--- src/rtl/dead_time_ins.sv ---
// Dead-time inserter for a two-leg H-bridge: complementary gate pairs, a programmable both-off gap
// at every commutation and a latched fault shutdown. Define MIN_PULSE_EN to enforce a minimum on-time.
module dead_time_ins #(
    parameter int DT_BITS       = 8,
    parameter int MIN_ON_CYCLES = 4,
    parameter int SYNC_STAGES   = 2
) (
    input  logic               clk,
    input  logic               rst,
    input  logic               en,
    input  logic [1:0]         drv,
    input  logic [DT_BITS-1:0] dt,
    input  logic               fault,
    input  logic               fault_clr,
    output logic [1:0]         gh,
    output logic [1:0]         gl,
    output logic               fault_lat,
    output logic [1:0]         busy
);

    typedef enum logic [1:0] {
        ST_OFF,
        ST_DEAD,
        ST_HI,
        ST_LO
    } leg_state_t;

    logic [1:0]             drv_q;
    logic [SYNC_STAGES-1:0] fault_sync;
    logic                   fault_s;
    logic                   force_off;
    logic [DT_BITS-1:0]     dt_load;
    logic [1:0]             on_ok;
    leg_state_t             state    [2];
    logic [DT_BITS-1:0]     dead_cnt [2];

    assign fault_s   = fault_sync[SYNC_STAGES-1];
    assign force_off = fault_s | fault_lat | ~en;
    // A zero dead time still gives one both-off cycle so the gates never cross.
    assign dt_load   = (dt == '0) ? DT_BITS'(1) : dt;

    // NOTE: sequential state uses non-blocking assignments so every flop samples pre-edge values.
    always_ff @(posedge clk or negedge rst) begin
        if (!rst) begin
            drv_q      <= '0;
            fault_sync <= '0;
        end else begin
            drv_q         <= drv;
            fault_sync[0] <= fault;
            for (int s = 1; s < SYNC_STAGES; s++) begin
                fault_sync[s] <= fault_sync[s-1];
            end
        end
    end

    // Clear is honoured only once the synchronised fault has gone away.
    always_ff @(posedge clk or negedge rst) begin
        if (!rst) begin
            fault_lat <= 1'b0;
        end else if (fault_s) begin
            fault_lat <= 1'b1;
        end else if (fault_clr) begin
            fault_lat <= 1'b0;
        end
    end

`ifdef MIN_PULSE_EN
    localparam int ON_W = $clog2(MIN_ON_CYCLES + 1);

    logic [ON_W-1:0] on_cnt [2];

    always_comb begin
        on_ok = '0;
        for (int i = 0; i < 2; i++) begin
            on_ok[i] = (on_cnt[i] >= ON_W'(MIN_ON_CYCLES - 1));
        end
    end

    // Counter runs only while a gate is on and saturates once the minimum is met.
    always_ff @(posedge clk or negedge rst) begin
        if (!rst) begin
            for (int i = 0; i < 2; i++) begin
                on_cnt[i] <= '0;
            end
        end else begin
            for (int i = 0; i < 2; i++) begin
                if (state[i] != ST_HI && state[i] != ST_LO) begin
                    on_cnt[i] <= '0;
                end else if (!on_ok[i]) begin
                    on_cnt[i] <= on_cnt[i] + 1'b1;
                end
            end
        end
    end
`else
    // Without the on-time counter a leg may commutate on any cycle in HI or LO.
    assign on_ok = {2{MIN_ON_CYCLES >= 0}};
`endif

    // Gate outputs are registered alongside the state so they never glitch.
    always_ff @(posedge clk or negedge rst) begin
        if (!rst) begin
            for (int i = 0; i < 2; i++) begin
                state[i]    <= ST_OFF;
                dead_cnt[i] <= '0;
            end
            gh   <= '0;
            gl   <= '0;
            busy <= '0;
        end else begin
            for (int i = 0; i < 2; i++) begin
                if (force_off) begin
                    state[i] <= ST_OFF;
                    gh[i]    <= 1'b0;
                    gl[i]    <= 1'b0;
                    busy[i]  <= 1'b0;
                end else begin
                    unique case (state[i])
                        ST_OFF: begin
                            state[i]    <= ST_DEAD;
                            dead_cnt[i] <= dt_load;
                            busy[i]     <= 1'b1;
                        end
                        ST_DEAD: begin
                            dead_cnt[i] <= dead_cnt[i] - 1'b1;
                            // The side is taken from the latest command, not the one that opened the gap.
                            if (dead_cnt[i] <= DT_BITS'(1)) begin
                                state[i] <= drv_q[i] ? ST_HI : ST_LO;
                                gh[i]    <= drv_q[i];
                                gl[i]    <= ~drv_q[i];
                                busy[i]  <= 1'b0;
                            end
                        end
                        ST_HI: begin
                            if (!drv_q[i] && on_ok[i]) begin
                                state[i]    <= ST_DEAD;
                                dead_cnt[i] <= dt_load;
                                gh[i]       <= 1'b0;
                                busy[i]     <= 1'b1;
                            end
                        end
                        ST_LO: begin
                            if (drv_q[i] && on_ok[i]) begin
                                state[i]    <= ST_DEAD;
                                dead_cnt[i] <= dt_load;
                                gl[i]       <= 1'b0;
                                busy[i]     <= 1'b1;
                            end
                        end
                    endcase
                end
            end
        end
    end

endmodule

--- config.mk ---
export PLATFORM = sky130hd
export DESIGN_NAME = dead_time_ins
export DESIGN_NICKNAME = d
export VERILOG_FILES = /design/src/rtl/dead_time_ins.sv
export SDC_FILE = /design/constraint.sdc
export NUM_CORES = 1
export LEC_CHECK = 0
export ABC_CLOCK_PERIOD_IN_PS = 1900
export CORE_AREA = 8 8 59 98
export CTS_CLUSTER_SIZE = 28
export DETAILED_ROUTE_END_ITERATION = 10
export DIE_AREA = 0 0 67 106
export GPL_ROUTABILITY_DRIVEN = 0
export HOLD_SLACK_MARGIN = 0.1
export PLACE_DENSITY = 0.72
export SETUP_SLACK_MARGIN = 0.02
export SYNTH_ARGS = -nofsm -noshare
export SYNTH_HDL_FRONTEND = slang
export SYNTH_SLANG_ARGS = --single-unit
--- constraint.sdc ---
create_clock -name clk -period 1.9 [get_ports clk]
set_input_delay 0.57 -clock clk [delete_from_list [all_inputs] [get_ports clk]]
set_output_delay 0.57 -clock clk [all_outputs]
set_load 0.005 [all_outputs]
-- Word level (Yosys, flattened, before mapping)
Index checks and enable logic that the tools add are counted.
Widths: inputs -> output; s select.
- register bits after elaboration: 31
- bits of input ports: 15
- output and inout port bits: 7
- logic and storage cells: 102
- add/sub/neg operators: 2
- magnitude comparators: 2
- equal/unequal tests: 16
- muxes and demuxes: 47
- bitwise gates (word level): 6
- reductions and logical operators: 16
- operator list (kind ; number):
    $pmux 8 s4 ; 2
    $mux 8 ; 5
    $mux 1 ; 24
    $reduce_and 3->1 ; 8
    $ne 3x3->1 const B ; 6
    $le 8x1->1 const B ; 2
    $mux 2 ; 8
    $pmux 2 s4 ; 2
    $sub 8x1->8 const B ; 2
    $reduce_bool 3->1 ; 4
    $eq 2x2->1 const B ; 4
    $logic_not 8->1 ; 1
    $ne 2x2->1 const B ; 4
    $pmux 1 s2 ; 4
    $pmux 1 s4 ; 2
    $eq 2x1->1 const B ; 2
    $logic_not 2->1 ; 2
    $not 1->1 ; 4
    $or 1x1->1 ; 2
    $reduce_bool 2->1 ; 1

-- Depth between registers and ports, before layout
- depth in word-level cells: 4
- mapped depth: 6
- depth with buffers taken out: 6

-- Worst setup path after synthesis
No wires, ideal clock.
- kind: flip-flop to flip-flop
- start: register dead_cnt[11] (netlist name)
- end: register gh[0]
- library setup time: 120 ps
- arrival time: 1897 ps
- path slack: -117 ps
- cell stages (with the launch flop): 5
- path buffers: 0
- clock period less this slack: 2017 ps
- cells stage by stage: dfrtp_1 -> or4_4 -> or4_4 -> or3_1 -> o211a_1
- cells in the longest elaborated chain, start to end: 3
- ends and longest elaborated chain (element ; line ; RTL):
    start: declaration ; 35 ; logic [DT_BITS-1:0] dead_cnt [2];
    start signal: indexed assignment ; 121 ; dead_cnt[i] <= dt_load;
    start signal: indexed assignment ; 125 ; dead_cnt[i] <= dead_cnt[i] - 1'b1;
    start signal: indexed assignment ; 137 ; dead_cnt[i] <= dt_load;
    $le 8x1->1 ; 127 ; if (dead_cnt[i] <= DT_BITS'(1)) begin
    $ne 3x3->1 (no line) ; - ;
    $reduce_and 3->1 (no line) ; - ;
    end signal: indexed assignment ; 129 ; gh[i] <= drv_q[i];
    end: declaration ; 15 ; output logic [1:0] gh,
No other way between the ends.
A chain may end at the register's enable or synchronous reset.

-- Final worst setup path
- start: register dead_cnt[12] (netlist name)
- end: register gh[0]
Same word-level chain as after synthesis.

==> out/summary.md <==
The commonest cells after synthesis are sky130_fd_sc_hd__dfrtp_1 (31), sky130_fd_sc_hd__a21oi_1 (23), sky130_fd_sc_hd__nor2_1 (21). The die covers 7100 µm². Summing all multi-input logic gate instances after layout gives 940 µm². The logs give 2 for the largest buffer count on any clock path and 1.02 nW for the static power due to leakage. For the data arrival time of the worst path, the log shows 2.10 ns.

For the worst vdd rail ir drop, the log shows 0.515 mV. The number of antenna violations at the first check in global routing came out at 0. The final cell utilization of the core is 52.8%, and the area growth from synthesis to final layout is 39.7%. For the pre-CTS worst setup slack, the log shows -0.444 ns.

The count of final max-slew check failures is 0. The cell count after synthesis came out at 192. The design draws 2.07 mW. The synthesized area was 1720 µm²; the count of hold buffers inserted by post-cts repair was 0. Origin of the worst min-delay path: fault_sync[0]. The most frequent cell on the critical path was sky130_fd_sc_hd__or4_4. The number of buffers inserted by port buffering is 21, and the layout cell share with drive strength beyond 1 is 22.6%. Summed over all layers, the global routing overflow is 0. The netlist uses 40 different library cells. The clock arrives with 0.00431 ns of skew.

The share of the clock period used by the worst path after layout is 101%, and the total number of yosys warnings is 0. Across the run, the number of max-cap violations was 0. The die is 106 µm tall.

Clock-pin slew was measured on the worst setup and hold paths at 0.07 ns. Summed over all failing endpoints, the final setup total negative slack is -0.0291 ns. At the end of the flow, the number of nets in the layout was 261. At the later pin of the worst-skew pair, clock insertion delay measures 0.28 ns.

Once layout is done, the placed cells without fillers occupy 2400 µm². The cell depth of the worst hold path works out to 0. Clock tree synthesis selected as its root buffer the cell sky130_fd_sc_hd__clkbuf_8. Slack of the critical path: -0.0188 ns. The number of filler cells placed in the layout was 419. Setup repair after global routing could not meet its margin everywhere. The number of nets in the synthesized netlist is 211. For this configuration, the core starts out at a cell density of 37.8%. For the H-tree depth, the log shows 2. In the synthesized netlist the dominant register cell turns out to be sky130_fd_sc_hd__dfrtp_1. Setup violations remaining at the end of the flow were counted as 2. The worst register-to-register path ends at gh[0]. The logs give 33 for the number of placement rows and 0 for the count of antenna-violating nets left after detailed routing. Worst min-delay path class: register to register. The worst register-to-register path has a setup slack of -0.02 ns. Together, buffers and inverters on the worst path number 0. The run finished, with violations left. Headroom to the max-slew limit came out at 71.4%. The path type of the worst setup path was register to register. After synthesis, the largest area contributor takes up 45.2% of total cell area.

For this design the ratio of total power to cell area is 862 nW/µm². For hold timing, the worst endpoint is fault_sync[1]. The worst path in the final design needs a cycle of 1.92 ns, including I/O delays and setup.

Ranked by total cell area, the synthesized netlist is headed by sky130_fd_sc_hd__dfrtp_1 (45%), sky130_fd_sc_hd__a21oi_1 (6.7%), sky130_fd_sc_hd__nor2_1 (4.6%). The floorplan step defined a core boundary enclosing 4540 µm². For the worst setup path, the data required time is 2.08 ns. The checks that failed: negative setup slack. For the I/O pin count, the log shows 22. Counting flops and latches in the post-synthesis netlist gives 31. For the pin with the worst max-slew slack, the measured transition is 0.428 ns.

The routed length per placed instance was 15.7 µm. Top cell family by delay on the critical path: simple AND/OR/NAND/NOR gates. The repair_antennas step left the layout with diodes totalling 0. The most common cell in the synthesized netlist is sky130_fd_sc_hd__dfrtp_1. The length in cells of the worst reg-to-reg path was 4.

The highest achievable clock rate is 521 MHz, and the clock sink count is 31. Entering global routing, the biggest net connects 32 pins. For this block, the initial DRC count from the detailed router was 110. In the routed design, unresolved DRC markers number 0. The tools report the number of buffers created by CTS as 5. sky130_fd_sc_hd__dfrtp_1 takes more of the synthesized area than any other cell. The total half-perimeter wirelength after legalization and detailed placement was 3240 µm; the via count normalized by instance count was 5.66. The stage delay of the slowest cell on the critical path works out to 0.55 ns. The startpoint identified for the worst register-to-register timing path is dead_cnt[12]. The first global-routing pass estimated 7440 µm of wire. STA classifies the critical path startpoint as a register. Registers take 776 µm². Of all flip-flops after synthesis, the portion carrying an async set or reset was 100%. For the sequential cell area fraction in the yosys report, the log shows 45.2%. The post-synthesis area per instance was 8.95 µm²; the final routed wirelength across all metal layers was 4640 µm. TritonCTS built the clock tree. Traced cell by cell, the critical path runs through or4_4, or4_4, or3_4, o211a_1. The number of global-route vias before repair came out at 1639.

The first detailed-routing pass ran for 5 iterations. Summing over every cut layer, the via total after detailed routing is 1671. Total track usage: 13.4%. The largest individual stage delay along the critical path comes from the cell sky130_fd_sc_hd__or4_4. Once placement finished, the instance area stood at 2180 µm². The worst setup path is captured at a register. The tools report the number of hold violations in the final report as 0. In this run the worst path has a maximum fanout of 3. The count of flip-flops with a built-in enable after synthesis is 0. In this run the horizontal extent of the chip is 67 µm.
-- worst register-to-register path, cell delays in order (launching register included) --
cell and delay (ns):
sky130_fd_sc_hd__dfrtp_1 0.37, sky130_fd_sc_hd__or4_4 0.55, sky130_fd_sc_hd__or4_4 0.44, sky130_fd_sc_hd__or3_4 0.35
sky130_fd_sc_hd__o211a_1 0.11
-- cell families after synthesis --
family	after synthesis	synth area share (%)
AOI/OAI and AO/OA	71	26.4
and+or+nand+nor	67	21.0
DFF	31	45.2
buffers and inverters	18	3.93
adders and majority gates	4	2.91
xor gates and xnor gates	1	0.510
-- through the flow --
stage | instances | hold WS [ns]
2_1_floorplan | 192 | 0.274
3_3_place_gp | 284 | 0.334
3_5_place_dp | 284 | 0.336
4_1_cts | 293 | 0.353
5_1_grt | 295 | 0.368
6_report | 295 | 0.351
-- power breakdown --
| group | leakage (nW) | total [mW] | internal, mW | switching, mW |
|---|---|---|---|---|
| Sequential | 0.381 | 0.819 | 0.746 | 0.0727 |
| Combinational | 0.575 | 0.467 | 0.245 | 0.223 |
| Clock | 0.0654 | 0.783 | 0.524 | 0.258 |
| Total | 1.02 | 2.07 | 1.52 | 0.554 |
-- cell usage in the layout, fill, tap and decap left out, types with 3 or more instances in the layout --
cell type / instances
sky130_fd_sc_hd__buf_4: 32
sky130_fd_sc_hd__a21oi_1: 19
sky130_fd_sc_hd__inv_1: 6
sky130_fd_sc_hd__clkdlybuf4s50_1: 20
sky130_fd_sc_hd__nor3_1: 4
sky130_fd_sc_hd__a22oi_1: 3
sky130_fd_sc_hd__nor2b_1: 3
sky130_fd_sc_hd__o21ai_0: 10
sky130_fd_sc_hd__o21ai_1: 3
sky130_fd_sc_hd__o21a_1: 4
sky130_fd_sc_hd__a31oi_1: 4
sky130_fd_sc_hd__dfrtp_1: 31
sky130_fd_sc_hd__nor3b_1: 4
sky130_fd_sc_hd__a21oi_2: 4
sky130_fd_sc_hd__ha_1: 4
sky130_fd_sc_hd__nand2b_1: 5
sky130_fd_sc_hd__nand2_1: 11
sky130_fd_sc_hd__clkbuf_8: 5
sky130_fd_sc_hd__a21o_1: 3
sky130_fd_sc_hd__nor2_1: 20
sky130_fd_sc_hd__or3_1: 5
-- layer usage --
metal  part of all wire [%]  wire [µm]  global-route usage [%]  vias up
li1                       -          -                       -      805
met1                     37       1720                    13.4      812
met2                     56       2590                    23.6       37
met3                    2.8        128                    2.95       17
met4                    4.4        203                    8.87        0
met5                      0          0                       0        -
-- registers in the layout (all words and copies together) (netlist names) --
register and count:
busy 2, dead_cnt 16, drv_q 2, fault_sync 2
fault_lat 1, state 4, gh 2, gl 2
-- area by class of cell --
class                      count  share of cell area [%]
multi-input combinational    144                    39.2
tap                           52                    2.71
clock inverter                 2                    2.50
inverter                       6                   0.938
clock buffer                   6                    3.02
sequential                    31                    32.3
timing repair buffer          54                    19.3
-- how the worst max path moves through the flow --
stage / to / from / depth (start not counted)
final: gh[0] / dead_cnt[12] / 4
after global routing: gl[0] / dead_cnt[12] / 4
after CTS: gh[0] / dead_cnt[12] / 4
after detailed placement: dead_cnt[4] / en / 5
after global placement: dead_cnt[2] / en / 5
after floorplan: gh[0] / dead_cnt[11] / 4
-- repair_timing --
| action | CTS | global route |
|---|---|---|
| endpoints found under the setup margin | 18 | 15 |
| buffers inserted | 1 | 1 |
| gates cloned | 0 | 1 |
| gates resized for setup | 6 | 12 |
| pin swaps | 1 | 2 |
(Power assumes the default switching activity.)
